## config.mk

```make
export PLATFORM = sky130hd
export DESIGN_NAME = sdram_arbiter_flat
export DESIGN_NICKNAME = d
export VERILOG_FILES = /design/src/rtl/sdram_arb_pkg.sv /design/src/rtl/sdram_arbiter_if.sv /design/src/rtl/sdram_arbiter_pick.sv /design/src/rtl/sdram_arbiter.sv /design/src/flat_wrapper.sv
export SDC_FILE = /design/constraint.sdc
export NUM_CORES = 1
export LEC_CHECK = 0
export BUFFER_PORTS_ARGS = -buffer_cell sky130_fd_sc_hd__clkbuf_2
export CAP_MARGIN = 20
export CORE_AREA = 4 4 111 113
export DETAILED_ROUTE_END_ITERATION = 10
export DIE_AREA = 0 0 115 117
export GPL_ROUTABILITY_DRIVEN = 0
export PLACE_DENSITY = 0.83
export SLEW_MARGIN = 20
export SYNTH_ARGS = -nofsm -noshare
export SYNTH_HDL_FRONTEND = slang
export SYNTH_SLANG_ARGS = --single-unit
export TNS_END_PERCENT = 1
```

## constraint.sdc

```tcl
create_clock -name clk -period 3.7 [get_ports clk]
set_input_delay 0 -clock clk [delete_from_list [all_inputs] [get_ports clk]]
set_output_delay 0 -clock clk [all_outputs]
set_load 0.01 [all_outputs]
```

## src/rtl/sdram_arb_pkg.sv

```systemverilog
// Shared types for the two-port SDRAM arbiter: FSM states, port index and port count.
package sdram_arb_pkg;

    localparam int NUM_PORTS = 2;

    typedef enum logic [1:0] {
        IDLE = 2'd0,
        REQ  = 2'd1,
        REL  = 2'd2,
        DONE = 2'd3
    } arb_state_t;

    typedef logic [0:0] port_idx_t;

    localparam port_idx_t PORT0 = 1'b0;
    localparam port_idx_t PORT1 = 1'b1;

endpackage

```

## src/rtl/sdram_arbiter_if.sv

```systemverilog
// Bundle of the two request ports and the SDRAM-controller handshake.
// The master modport is the arbiter's view; slave is the surrounding system.
interface sdram_arbiter_if #(
    parameter int ADDR_W = 25,
    parameter int DATA_W = 32
);
    logic                  p0_valid;
    logic [ADDR_W-1:0]     p0_addr;
    logic [DATA_W-1:0]     p0_wdata;
    logic [DATA_W/8-1:0]   p0_wmask;
    logic [DATA_W-1:0]     p0_rdata;
    logic                  p0_ready;

    logic                  p1_valid;
    logic [ADDR_W-1:0]     p1_addr;
    logic [DATA_W-1:0]     p1_wdata;
    logic [DATA_W/8-1:0]   p1_wmask;
    logic [DATA_W-1:0]     p1_rdata;
    logic                  p1_ready;

    logic                  sd_valid;
    logic [ADDR_W-1:0]     sd_addr;
    logic [DATA_W-1:0]     sd_din;
    logic [DATA_W/8-1:0]   sd_wmask;
    logic [DATA_W-1:0]     sd_dout;
    logic                  sd_ready;

    modport master (
        input  p0_valid, p0_addr, p0_wdata, p0_wmask,
        output p0_rdata, p0_ready,
        input  p1_valid, p1_addr, p1_wdata, p1_wmask,
        output p1_rdata, p1_ready,
        output sd_valid, sd_addr, sd_din, sd_wmask,
        input  sd_dout, sd_ready
    );

    modport slave (
        output p0_valid, p0_addr, p0_wdata, p0_wmask,
        input  p0_rdata, p0_ready,
        output p1_valid, p1_addr, p1_wdata, p1_wmask,
        input  p1_rdata, p1_ready,
        input  sd_valid, sd_addr, sd_din, sd_wmask,
        output sd_dout, sd_ready
    );

endinterface

```

## src/rtl/sdram_arbiter_pick.sv

```systemverilog
// Combinational grant selection between the two ports.
// SDRAM_ARB_RR_EN: round-robin tie-break on last grant; otherwise port 0 always wins.
module sdram_arb_pick
    import sdram_arb_pkg::*;
(
    input  logic [NUM_PORTS-1:0] valid,
`ifdef SDRAM_ARB_RR_EN
    input  port_idx_t            last_grant,
`endif
    output logic                 req_any,
    output port_idx_t            pick
);

    // Winner among the requesting ports
    always_comb begin
        req_any = |valid;
        pick    = PORT0;
        if (valid[0] && valid[1]) begin
`ifdef SDRAM_ARB_RR_EN
            if (last_grant == PORT0) begin
                pick = PORT1;
            end else begin
                pick = PORT0;
            end
`else
            pick = PORT0;
`endif
        end else if (valid[1]) begin
            pick = PORT1;
        end else begin
            pick = PORT0;
        end
    end

endmodule

```

## src/rtl/sdram_arbiter.sv

```systemverilog
// Two-port (CPU/DMA) arbiter in front of a single SDRAM controller handshake.
// Arbitration policy selected by SDRAM_ARB_RR_EN (round-robin when defined, fixed p0 priority otherwise).
module sdram_arbiter
    import sdram_arb_pkg::*;
#(
    parameter int ADDR_W = 25,
    parameter int DATA_W = 32
) (
    input  logic             clk,
    input  logic             reset,
    sdram_arbiter_if.master  bus
);

    localparam int MASK_W = DATA_W / 8;
    localparam logic [ADDR_W-1:0] ADDR_ALIGN = {{(ADDR_W-2){1'b1}}, 2'b00};

    arb_state_t          state_r;
    arb_state_t          state_next;
    port_idx_t           grant_r;
    port_idx_t           pick_s;
    logic                pick_any_s;
    logic                grant_en_s;
    logic                done_s;

    logic [ADDR_W-1:0]   sel_addr_s;
    logic [DATA_W-1:0]   sel_wdata_s;
    logic [MASK_W-1:0]   sel_wmask_s;

    logic                sd_valid_r;
    logic [ADDR_W-1:0]   sd_addr_r;
    logic [DATA_W-1:0]   sd_din_r;
    logic [MASK_W-1:0]   sd_wmask_r;
    logic [DATA_W-1:0]   p0_rdata_r;
    logic [DATA_W-1:0]   p1_rdata_r;
    logic                p0_ready_r;
    logic                p1_ready_r;

`ifdef SDRAM_ARB_RR_EN
    port_idx_t           last_r;

    // Remembers the most recent winner for the round-robin tie-break
    always_ff @(posedge clk) begin
        if (reset) begin
            last_r <= PORT1;
        end else if (grant_en_s) begin
            last_r <= pick_s;
        end
    end
`endif

    sdram_arb_pick u_pick (
        .valid      ({bus.p1_valid, bus.p0_valid}),
`ifdef SDRAM_ARB_RR_EN
        .last_grant (last_r),
`endif
        .req_any    (pick_any_s),
        .pick       (pick_s)
    );

    // Request fields of the port about to be granted
    always_comb begin
        sel_addr_s  = bus.p0_addr;
        sel_wdata_s = bus.p0_wdata;
        sel_wmask_s = bus.p0_wmask;
        if (pick_s == PORT1) begin
            sel_addr_s  = bus.p1_addr;
            sel_wdata_s = bus.p1_wdata;
            sel_wmask_s = bus.p1_wmask;
        end else begin
            sel_addr_s  = bus.p0_addr;
            sel_wdata_s = bus.p0_wdata;
            sel_wmask_s = bus.p0_wmask;
        end
    end

    // FSM state register
    always_ff @(posedge clk) begin
        if (reset) begin
            state_r <= IDLE;
        end else begin
            state_r <= state_next;
        end
    end

    // Next-state logic; a grant in IDLE waits until the controller has dropped sd_ready
    always_comb begin
        state_next = state_r;
        grant_en_s = 1'b0;
        done_s     = 1'b0;
        case (state_r)
            IDLE: begin
                if (!bus.sd_ready && pick_any_s) begin
                    state_next = REQ;
                    grant_en_s = 1'b1;
                end else begin
                    state_next = IDLE;
                end
            end
            REQ: begin
                if (bus.sd_ready) begin
                    state_next = REL;
                    done_s     = 1'b1;
                end else begin
                    state_next = REQ;
                end
            end
            REL: begin
                if (!bus.sd_ready) begin
                    state_next = DONE;
                end else begin
                    state_next = REL;
                end
            end
            DONE: begin
                state_next = IDLE;
            end
            default: begin
                state_next = IDLE;
            end
        endcase
    end

    // Request/response datapath and the one-cycle ready pulses
    always_ff @(posedge clk) begin
        if (reset) begin
            grant_r    <= PORT0;
            sd_valid_r <= 1'b0;
            sd_addr_r  <= {ADDR_W{1'b0}};
            sd_din_r   <= {DATA_W{1'b0}};
            sd_wmask_r <= {MASK_W{1'b0}};
            p0_rdata_r <= {DATA_W{1'b0}};
            p1_rdata_r <= {DATA_W{1'b0}};
            p0_ready_r <= 1'b0;
            p1_ready_r <= 1'b0;
        end else begin
            if (grant_en_s) begin
                grant_r    <= pick_s;
                sd_valid_r <= 1'b1;
                sd_addr_r  <= sel_addr_s & ADDR_ALIGN;
                sd_din_r   <= sel_wdata_s;
                sd_wmask_r <= sel_wmask_s;
            end else if (done_s) begin
                sd_valid_r <= 1'b0;
                sd_wmask_r <= {MASK_W{1'b0}};
            end
            // A zero mask marks a read; only reads update the port's rdata
            if (done_s && (sd_wmask_r == {MASK_W{1'b0}})) begin
                if (grant_r == PORT1) begin
                    p1_rdata_r <= bus.sd_dout;
                end else begin
                    p0_rdata_r <= bus.sd_dout;
                end
            end
            p0_ready_r <= (state_next == DONE) && (grant_r == PORT0);
            p1_ready_r <= (state_next == DONE) && (grant_r == PORT1);
        end
    end

    assign bus.sd_valid = sd_valid_r;
    assign bus.sd_addr  = sd_addr_r;
    assign bus.sd_din   = sd_din_r;
    assign bus.sd_wmask = sd_wmask_r;
    assign bus.p0_rdata = p0_rdata_r;
    assign bus.p1_rdata = p1_rdata_r;
    assign bus.p0_ready = p0_ready_r;
    assign bus.p1_ready = p1_ready_r;

endmodule

```

## src/flat_wrapper.sv

```systemverilog
// flat-port wrapper written by rule: the top's interface ports become plain ports
module sdram_arbiter_flat import sdram_arb_pkg::*;
#(
    parameter int ADDR_W = 25,
    parameter int DATA_W = 32
)
  (clk, reset, bus_p0_valid, bus_p0_addr, bus_p0_wdata, bus_p0_wmask, bus_p0_rdata, bus_p0_ready, bus_p1_valid, bus_p1_addr, bus_p1_wdata, bus_p1_wmask, bus_p1_rdata, bus_p1_ready, bus_sd_valid, bus_sd_addr, bus_sd_din, bus_sd_wmask, bus_sd_dout, bus_sd_ready);
  sdram_arbiter_if #(.ADDR_W(ADDR_W), .DATA_W(DATA_W)) bus_i ();
  input  logic clk;
  input  logic reset;
  input wire logic [$bits(bus_i.p0_valid)-1:0] bus_p0_valid;
  input wire logic [$bits(bus_i.p0_addr)-1:0] bus_p0_addr;
  input wire logic [$bits(bus_i.p0_wdata)-1:0] bus_p0_wdata;
  input wire logic [$bits(bus_i.p0_wmask)-1:0] bus_p0_wmask;
  output wire logic [$bits(bus_i.p0_rdata)-1:0] bus_p0_rdata;
  output wire logic [$bits(bus_i.p0_ready)-1:0] bus_p0_ready;
  input wire logic [$bits(bus_i.p1_valid)-1:0] bus_p1_valid;
  input wire logic [$bits(bus_i.p1_addr)-1:0] bus_p1_addr;
  input wire logic [$bits(bus_i.p1_wdata)-1:0] bus_p1_wdata;
  input wire logic [$bits(bus_i.p1_wmask)-1:0] bus_p1_wmask;
  output wire logic [$bits(bus_i.p1_rdata)-1:0] bus_p1_rdata;
  output wire logic [$bits(bus_i.p1_ready)-1:0] bus_p1_ready;
  output wire logic [$bits(bus_i.sd_valid)-1:0] bus_sd_valid;
  output wire logic [$bits(bus_i.sd_addr)-1:0] bus_sd_addr;
  output wire logic [$bits(bus_i.sd_din)-1:0] bus_sd_din;
  output wire logic [$bits(bus_i.sd_wmask)-1:0] bus_sd_wmask;
  input wire logic [$bits(bus_i.sd_dout)-1:0] bus_sd_dout;
  input wire logic [$bits(bus_i.sd_ready)-1:0] bus_sd_ready;
  assign bus_i.p0_valid = bus_p0_valid;
  assign bus_i.p0_addr = bus_p0_addr;
  assign bus_i.p0_wdata = bus_p0_wdata;
  assign bus_i.p0_wmask = bus_p0_wmask;
  assign bus_p0_rdata = bus_i.p0_rdata;
  assign bus_p0_ready = bus_i.p0_ready;
  assign bus_i.p1_valid = bus_p1_valid;
  assign bus_i.p1_addr = bus_p1_addr;
  assign bus_i.p1_wdata = bus_p1_wdata;
  assign bus_i.p1_wmask = bus_p1_wmask;
  assign bus_p1_rdata = bus_i.p1_rdata;
  assign bus_p1_ready = bus_i.p1_ready;
  assign bus_sd_valid = bus_i.sd_valid;
  assign bus_sd_addr = bus_i.sd_addr;
  assign bus_sd_din = bus_i.sd_din;
  assign bus_sd_wmask = bus_i.sd_wmask;
  assign bus_i.sd_dout = bus_sd_dout;
  assign bus_i.sd_ready = bus_sd_ready;
  sdram_arbiter #(.ADDR_W(ADDR_W), .DATA_W(DATA_W)) u_core (.clk(clk), .reset(reset), .bus(bus_i));
endmodule
```

==> flow_summary.json, run 1 <==
{
  "status": "complete, no violations",
  "layout_common_cells": "280 x clkbuf_2, 153 x dlygate4sd3_1, 129 x dfxtp_1, 123 x mux2i_1, 96 x nand2b_1",
  "worstPathMaxFanout": 27,
  "routed-via-count": 5530,
  "grt_max_degree": 98,
  "h-tree-depth": 4,
  "cp_slowest_cell": "nand3_2",
  "drive_above_1_share_pct": 34.9,
  "path_clk_slew_ps": 50,
  "antenna_left": 0,
  "leakagePower_nw": 4.42,
  "ys_seq_area_share_pct": 48.1,
  "critPathArrivalTime_ps": 2360,
  "max-vdd-ir-drop_v": 0.000305,
  "final_common_cell": "clkbuf_2",
  "place_hpwl_mm": 11.1,
  "finalWirelength_mm": 20.5,
  "yosys.area.top_type": "dfxtp_1",
  "place_ws_ps": 1680,
  "worst-path-buf-inv": 0,
  "vias_per_cell": 5.25,
  "setup_ws_ps": 1650,
  "ioPinCount": 287,
  "endpoint_kind": "flop",
  "cp_cell_sequence": "nor4_4 > nand3_2 > mux2i_1",
  "ys_ff_latch": 129,
  "syn_to_final_growth_pct": 65.7,
  "powerDensity_mw_per_mm2": 418,
  "clock_skew_ps": 7.24,
  "clock_sinks": 129,
  "wire_per_inst_um": 19.5,
  "fin_crit_ps": 2050,
  "grt.total_usage_pct": 29.8,
  "fin_nets": 1056,
  "cp_top_family": "simple AND/OR/NAND/NOR gates",
  "die_x_um": 115,
  "startpoint_type": "flop",
  "cts_buffers": 17,
  "whs_ps": 412,
  "rows": 39,
  "tightestPinTransition_ps": 1070,
  "synth_top_area_share_pct": 48.1,
  "synthCells": 480,
  "clock_latency_ps": 410,
  "required_ps": 4010,
  "grt_pass1_wl_mm": 30.7,
  "start_util_pct": 47.4,
  "fmax_ghz": 0.489,
  "slowest_delay_ps": 810,
  "core_area_mm2": 0.0113,
  "syn_area_per_cell_um2": 11.2,
  "dieHeight_um": 117,
  "maxCapViolations": 0,
  "io_buffers": 280,
  "path_class": "flop to flop",
  "cts_max_path_buffers": 2,
  "hp-class": "primary input to flop",
  "setup_viol": 0,
  "synth_area_leaders": "dfxtp_1 48%, mux2i_1 23%, nand2b_1 11%",
  "hold_viol_final": 0,
  "finalSetupTns_ps": 0,
  "drc": 0,
  "initialDrtViolationCount": 323,
  "fin_crit_sh_pct": 55.3,
  "yosysWarnings": 0,
  "utilization_pct": 78.6,
  "synth.distinct_cells": 28,
  "drt-pass1-iter-count": 4,
  "cts_tree": "done",
  "rsz0062_at_grt": "no",
  "grt_pass1_vias": 5970,
  "grt_antenna_before_repair": 1,
  "maxSlewViolCount": 0,
  "gr-total-overflow": 0,
  "post_cts_buffers": 0,
  "syn_area_mm2": 0.00537,
  "max_slew_margin_pct": 29.0,
  "clockRootBuffer": "clkbuf_16",
  "die_area_mm2": 0.0135
}
-- repair_timing --
item,CTS,global route
gates resized for setup,0,0
hold buffers,153,0
endpoints found under the hold margin,128,0
-- worst reg2reg max path: cells and delay by family, from the launching register on --
kind / cells / cell delay (ps)
DFF: 1 / 340
and+or+nand+nor: 2 / 1170
muxes: 1 / 440
-- synth_stat cells --
cell type    n
a2111oi_0    1
a21oi_1      1
a311o_1      1
a31oi_4      1
and3_1       5
and3b_1      1
buf_1        3
buf_2       14
buf_4        4
buf_6        5
clkbuf_1    14
conb_1       1
dfxtp_1    129
inv_1        2
mux2i_1    123
nand2_1      1
nand2b_1    97
nand3_1      4
nand3b_1     5
nor2_1       3
nor2_2       1
nor2b_1      1
nor3_1       1
nor4_4       1
o22ai_1      4
o2bb2ai_1   55
o31ai_1      1
or2_0        1
-- registers in the layout (all words and copies together), names as in the netlist --
| signal | cells |
|---|---|
| u_core.bus.sd_addr | 23 |
| u_core.bus.p1_ready | 1 |
| u_core.bus.sd_din | 32 |
| u_core.bus.p1_rdata | 32 |
| u_core.bus.p0_rdata | 32 |
| u_core.bus.sd_valid | 1 |
| u_core.state_r | 2 |
| u_core.bus.p0_ready | 1 |
| u_core.grant_r | 1 |
| u_core.bus.sd_wmask | 4 |
-- final timing paths --
path	from	to	slack [ps]	cells after the start
worst max-delay path	u_core.bus.sd_wmask[3]$_SDFFE_PP0P_	u_core.bus.p1_rdata[6]$_SDFFE_PP0P_	1650	3
worst min register to register	u_core.bus.p0_rdata[25]$_SDFFE_PP0P_	u_core.bus.p0_rdata[25]$_SDFFE_PP0P_	470	2
worst min-delay path	bus_sd_dout[9]	u_core.bus.p1_rdata[9]$_SDFFE_PP0P_	410	4
worst max register to register	u_core.bus.sd_wmask[3]$_SDFFE_PP0P_	u_core.bus.p1_rdata[6]$_SDFFE_PP0P_	1650	3
-- metrics by stage --
step | area (um^2) | power (mW) | cells
6_report | 8900 | 3.72 | 1053
5_1_grt | 8900 | 3.83 | 1053
4_1_cts | 8900 | 3.68 | 1052
3_5_place_dp | 6780 | 1.90 | 868
3_3_place_gp | 6780 | 1.89 | 868
2_1_floorplan | 5370 | 1.72 | 481
-- power breakdown --
group / internal, mW / switching [mW] / total [mW]
sequential: 1.45 / 0.0447 / 1.49
clock: 1.07 / 0.585 / 1.66
combinational: 0.315 / 0.256 / 0.570
total: 2.84 / 0.885 / 3.72
-- per-layer routing --
layer | track usage [%] | routed length [um] | share of wire, % | vias to the layer above
met5 | 0 | 0 | 0 | -
li1 | - | - | - | 2532
met4 | 22.2 | 1410 | 6.9 | 0
met1 | 30.8 | 7210 | 35 | 2547
met2 | 51.4 | 10100 | 49 | 352
met3 | 8.59 | 1820 | 8.8 | 99
-- kinds of logic (layout without fill, tap and decap cells) --
kind of cell	count (synthesis)	in the layout	share of synthesized area [%]
AO/OA/AOI/OAI	64	64	10.4
multiplexers	123	123	22.9
AND/OR/NAND/NOR	121	121	14.2
flip-flops	129	129	48.1
buffers and inverters	42	470	4.24
other	1	3	0.0698
-- final cells by class --
class | count | area [um^2]
Multi-Input combinational cell | 310 | 2580
Inverter | 2 | 7.51
Clock buffer | 26 | 509
Fill cell | 632 | 2420
Timing Repair Buffer | 437 | 2960
Antenna cell | 1 | 2.50
Sequential cell | 129 | 2580
Clock inverter | 5 | 75.1
Tap cell | 143 | 179
Power figures use the tool's default switching activity.
==> run 2, diff against run 1 <==
CORE_AREA = 4 4 115 117   (was 4 4 111 113)
DIE_AREA = 0 0 119 121   (was 0 0 115 117)
PLACE_DENSITY = 0.78   (was 0.83)
clock period = 1.9 ns   (was 3.7 ns; I/O delays follow)
==> run 2 against run 1 <==
- register-to-register slack got worse by 1300 ps
- die area is 7.0% higher
- flip-flop and latch count unchanged
- first-iteration DRC count shrank 16%
- clock-buffer cell count decreased by 2
- core utilization down 6.0 points
- clock skew grew 2.7 ps
- clock power increased by 87%
- largest power group unchanged
==> flow_summary.json, run 2 (same netlist as run 1, synthesis figures left out) <==
{
  "status": "complete, no violations",
  "wire_per_inst_um": 18.3,
  "place_hpwl_mm": 11.1,
  "rows": 41,
  "cts_tree": "done",
  "clock_sinks": 129,
  "r2r_end": "u_core.bus.p0_rdata[31]$_SDFFE_PP0P_",
  "dieHeight_um": 121,
  "maxCapViolations": 0,
  "io_buffers": 280,
  "grt.total_usage_pct": 27.1,
  "fin_crit_ps": 1540,
  "min-delay-start": "reset",
  "hold_viol_final": 0,
  "drc": 0,
  "worstPathMaxFanout": 27,
  "endpoint_kind": "flop",
  "setup_viol": 0,
  "max-vdd-ir-drop_v": 0.000444,
  "start_util_pct": 43.4,
  "initialDrtViolationCount": 271,
  "grt_pass1_wl_mm": 30.6,
  "fmax_ghz": 0.650,
  "r2r_cells": 4,
  "fill_cells": 731,
  "finalSetupTns_ps": 0,
  "final_common_cell": "clkbuf_2",
  "clock_latency_ps": 410,
  "grt_pass1_vias": 5954,
  "ioPinCount": 287,
  "core_area_mm2": 0.0124,
  "p_clk_share_pct": 43.6,
  "clockRootBuffer": "clkbuf_16",
  "required_ps": 2230,
  "syn_to_final_growth_pct": 67.2,
  "p_sw_share_pct": 23.9,
  "gr-total-overflow": 0,
  "finalWirelength_mm": 19.8,
  "clock_skew_ps": 9.95,
  "vias_per_cell": 5.06,
  "place_ws_ps": 375,
  "cts_max_path_buffers": 2,
  "hp-class": "primary input to flop",
  "p_int_mw": 5.42,
  "path_clk_slew_ps": 50,
  "drt-pass1-iter-count": 5,
  "fin_nets": 1058,
  "grt_max_degree": 64,
  "startpoint_type": "flop",
  "leakagePower_nw": 4.43,
  "maxSlewViolCount": 0,
  "routed-via-count": 5475,
  "drive_above_1_share_pct": 35.2,
  "setup_ws_ps": 361,
  "grt_antenna_before_repair": 0,
  "rrSetupSlack_ps": 360,
  "p_seq_share_pct": 40.7,
  "die_area_mm2": 0.0144,
  "antenna_left": 0,
  "rsz0062_at_grt": "no",
  "hold_end": "u_core.state_r[0]$_SDFF_PP0_",
  "fin_crit_sh_pct": 81.0,
  "cts_buffers": 17,
  "postCtsResizedCells": 0,
  "r2r_start": "u_core.bus.sd_wmask[3]$_SDFFE_PP0P_",
  "path_class": "flop to flop",
  "power_frac_comb_pct": 15.6,
  "critPathArrivalTime_ps": 1870,
  "powerDensity_mw_per_mm2": 794,
  "die_x_um": 119,
  "whs_ps": 137,
  "hold-path-cell-count": 2,
  "h-tree-depth": 4,
  "power.switching_mw": 1.71,
  "layout_common_cells": "280 x clkbuf_2, 151 x dlygate4sd3_1, 129 x dfxtp_1, 123 x mux2i_1, 96 x nand2b_1"
}
run 2: critical path, cell delays in order, from the launching register on:
cell and delay (ps):
dfxtp_1 340, nor4_4 370, and3_2 270, buf_12 220
mux2i_1 230
run 2: what timing repair did:
item | in CTS | in global routing
hold buffers | 151 | 0
setup buffers | 0 | 0
hold endpoints to repair | 124 | 0
run 2: stage by stage:
| stage | total power [mW] | cells | utilization, % | cell area [um^2] |
|---|---|---|---|---|
| 3_3_place_gp | 3.70 | 901 | 55.9 | 6910 |
| 3_5_place_dp | 3.71 | 901 | 55.9 | 6910 |
| 2_1_floorplan | 3.35 | 481 | - | 5370 |
| 6_report | 7.13 | 1083 | 72.6 | 8980 |
| 4_1_cts | 7.09 | 1082 | 72.6 | 8980 |
| 5_1_grt | 7.35 | 1082 | 72.6 | 8980 |
run 2: cell type report:
class | count | area (um^2) | area share (%)
inverter | 2 | 7.51 | 0.0836
antenna | 1 | 2.50 | 0.0279
clock inverter | 6 | 82.6 | 0.920
clock buffer | 24 | 472 | 5.25
multi-input combinational | 310 | 2580 | 28.7
timing repair buffer | 439 | 3040 | 33.8
sequential | 129 | 2580 | 28.8
tap | 172 | 215 | 2.40
run 2: worst max path at each step:
| stage | from | end | cells after the start |
|---|---|---|---|
| after floorplan | u_core.bus.sd_wmask[3]$_SDFFE_PP0P_ | u_core.bus.p0_rdata[11]$_SDFFE_PP0P_ | 5 |
| after global placement | u_core.bus.sd_wmask[3]$_SDFFE_PP0P_ | u_core.bus.p0_rdata[11]$_SDFFE_PP0P_ | 4 |
| after detailed placement | u_core.bus.sd_wmask[3]$_SDFFE_PP0P_ | u_core.bus.p0_rdata[23]$_SDFFE_PP0P_ | 4 |
| after CTS | u_core.bus.sd_wmask[3]$_SDFFE_PP0P_ | u_core.bus.p0_rdata[23]$_SDFFE_PP0P_ | 4 |
| after global routing | u_core.bus.sd_wmask[3]$_SDFFE_PP0P_ | u_core.bus.p0_rdata[31]$_SDFFE_PP0P_ | 4 |
| final | u_core.bus.sd_wmask[3]$_SDFFE_PP0P_ | u_core.bus.p0_rdata[31]$_SDFFE_PP0P_ | 4 |
run 2: metal layers:
metal,track usage [%],wire (um),up-vias
li1,-,-,2542
met1,28.9,7500,2575
met2,47.9,9970,295
met3,7.37,1390,63
met4,15.8,937,0
met5,0,0,-
run 2: power by group through the flow:
| stage | clock [mW] | combinational (mW) | sequential, mW |
|---|---|---|---|
| floorplan | 0 | 0.360 | 2.99 |
| global placement | 0 | 0.755 | 2.94 |
| detailed placement | 0 | 0.769 | 2.95 |
| CTS | 3.14 | 1.05 | 2.89 |
| global route | 3.26 | 1.18 | 2.91 |
| finish | 3.11 | 1.11 | 2.90 |
==> run 3, diff against run 2 <==
clock period = 1.45 ns   (was 1.9 ns; I/O delays follow)
==> run 3 against run 2 <==
- cell area is 2.0% higher
- clock power is 41% higher
- final cell count increased by 1.2%
- flip-flop and latch count stayed put
- first-iteration DRC count grew 17%
- register-to-register slack worse by 310 ps
- combinational power up 34%
- global-route usage is 0.89 points lower
- sequential share of layout area down 0.57 points
- die area is the same
- worst setup slack worse by 340 ps
- core utilization increased by 1.5 points
- largest cell class unchanged
- highest routed layer unchanged
==> flow_summary.json, run 3 (same netlist as run 1, synthesis figures left out) <==
{
  "status": "complete, no violations",
  "rsz0062_at_grt": "yes",
  "syn_to_final_growth_pct": 70.6,
  "start_util_pct": 43.4,
  "endpoint_kind": "flop",
  "maxSlewViolCount": 0,
  "maxCapViolations": 0,
  "clockRootBuffer": "clkbuf_16",
  "setup_viol": 0,
  "grt_max_degree": 63,
  "hold_viol_final": 0,
  "antenna_left": 0,
  "power.switching_mw": 2.37,
  "core_area_mm2": 0.0124,
  "dieHeight_um": 121,
  "vias_per_cell": 4.94,
  "place_hpwl_mm": 11.3,
  "cts_buffers": 17,
  "path_class": "primary input to flop",
  "power_frac_comb_pct": 15.4,
  "finalWirelength_mm": 19.1,
  "worstPathMaxFanout": 59,
  "p_int_mw": 7.29,
  "initialDrtViolationCount": 317,
  "cts_tree": "done",
  "hp-class": "primary input to flop",
  "die_area_mm2": 0.0144,
  "required_ps": 1760,
  "clock_latency_ps": 420,
  "insertedDiodeCount": 0,
  "fin_nets": 1071,
  "utilization_pct": 74.1,
  "grt.total_usage_pct": 26.2,
  "postPlaceCellArea_mm2": 0.00703,
  "p_clk_share_pct": 45.3,
  "gr-total-overflow": 0,
  "clock_skew_ps": 12.9,
  "p_seq_share_pct": 39.3,
  "ioPinCount": 287,
  "layout_common_cells": "280 x clkbuf_2, 152 x dlygate4sd3_1, 129 x dfxtp_1, 123 x mux2i_1, 96 x nand2b_1",
  "leakagePower_nw": 4.52,
  "path_clk_slew_ps": 70,
  "powerDensity_mw_per_mm2": 1050,
  "routed-via-count": 5416,
  "io_buffers": 280,
  "grt_pass1_wl_mm": 30.1,
  "h-tree-depth": 4,
  "rows": 41,
  "grt_pass1_vias": 5755,
  "max-vdd-ir-drop_v": 0.000692,
  "grt_antenna_before_repair": 0,
  "whs_ps": 323,
  "fin_crit_sh_pct": 98.5,
  "drc": 0,
  "postLayoutCellArea_mm2": 0.00916,
  "wire_per_inst_um": 17.5,
  "fmax_ghz": 0.700,
  "final_common_cell": "clkbuf_2",
  "critPathArrivalTime_ps": 1740,
  "startpoint_type": "primary input",
  "fin_crit_ps": 1430,
  "p_sw_share_pct": 24.6,
  "die_x_um": 119,
  "clock_sinks": 129,
  "drive_above_1_share_pct": 36.6,
  "cts_max_path_buffers": 2,
  "drt-pass1-iter-count": 4
}
run 3: changes by cell type in the layout (fill, tap and decap cells not counted), moves of 2 or more:
cell,previous run,this run
clkbuf_1,5,0
buf_4,3,12
clkinvlp_4,1,3
buf_12,5,7
clkinv_4,0,3
run 3: through the flow:
step	setup slack (ps)	total power, mW	instances	TNS, ps
6_report	21.2	9.66	1096	0
3_3_place_gp	99.7	4.88	913	0
4_1_cts	49.2	9.62	1096	0
3_5_place_dp	62.9	4.91	913	0
5_1_grt	-26.6	9.99	1096	-97.0
2_1_floorplan	39.0	4.39	481	0
run 3: path summary, 6_finish.rpt:
kind,from,endpoint,cells after the start,slack [ps]
worst max register to register,u_core.state_r[1]$_SDFF_PP0_,u_core.bus.sd_addr[23]$_SDFFE_PP0P_,5,50
worst min-delay path,bus_p1_valid,u_core.grant_r$_SDFFE_PP0P_,4,320
worst max-delay path,reset,u_core.bus.sd_addr[23]$_SDFFE_PP0P_,6,20
worst min register to register,u_core.bus.sd_addr[3]$_SDFFE_PP0P_,u_core.bus.sd_addr[3]$_SDFFE_PP0P_,1,460
run 3: repair_timing:
item	in CTS	in global routing
endpoints found under the setup margin	0	13
endpoints found under the hold margin	127	0
hold buffers	152	0
buffers inserted	0	0
resized for setup	0	3
run 3: cell type report:
type                            instances  area (um^2)
Sequential cell                       129         2580
Timing Repair Buffer                  452         3160
Tap cell                              172          215
Clock inverter                         13          163
Fill cell                             735         3200
Clock buffer                           18          439
Multi-Input combinational cell        310         2590
Inverter                                2         7.51
run 3: power groups by stage:
stage	Combinational, mW	Clock [mW]	Sequential [mW]
floorplan	0.472	0	3.92
global placement	1.03	0	3.85
detailed placement	1.05	0	3.86
CTS	1.43	4.41	3.78
global route	1.59	4.60	3.81
finish	1.49	4.37	3.79
run 3: routing by layer:
layer / wire (um) / global-route usage (%) / up-vias
met5: 0 / 0 / -
met2: 9720 / 46.5 / 278
met4: 637 / 11.5 / 0
met3: 1310 / 6.57 / 49
li1: - / - / 2566
met1: 7470 / 29.6 / 2523
run 3: critical path: stages:
cell and delay (ps):
dlygate4sd3_1 530, clkbuf_2 260, nor2_1 270, nand3_2 130, buf_12 190, o2bb2ai_1 290
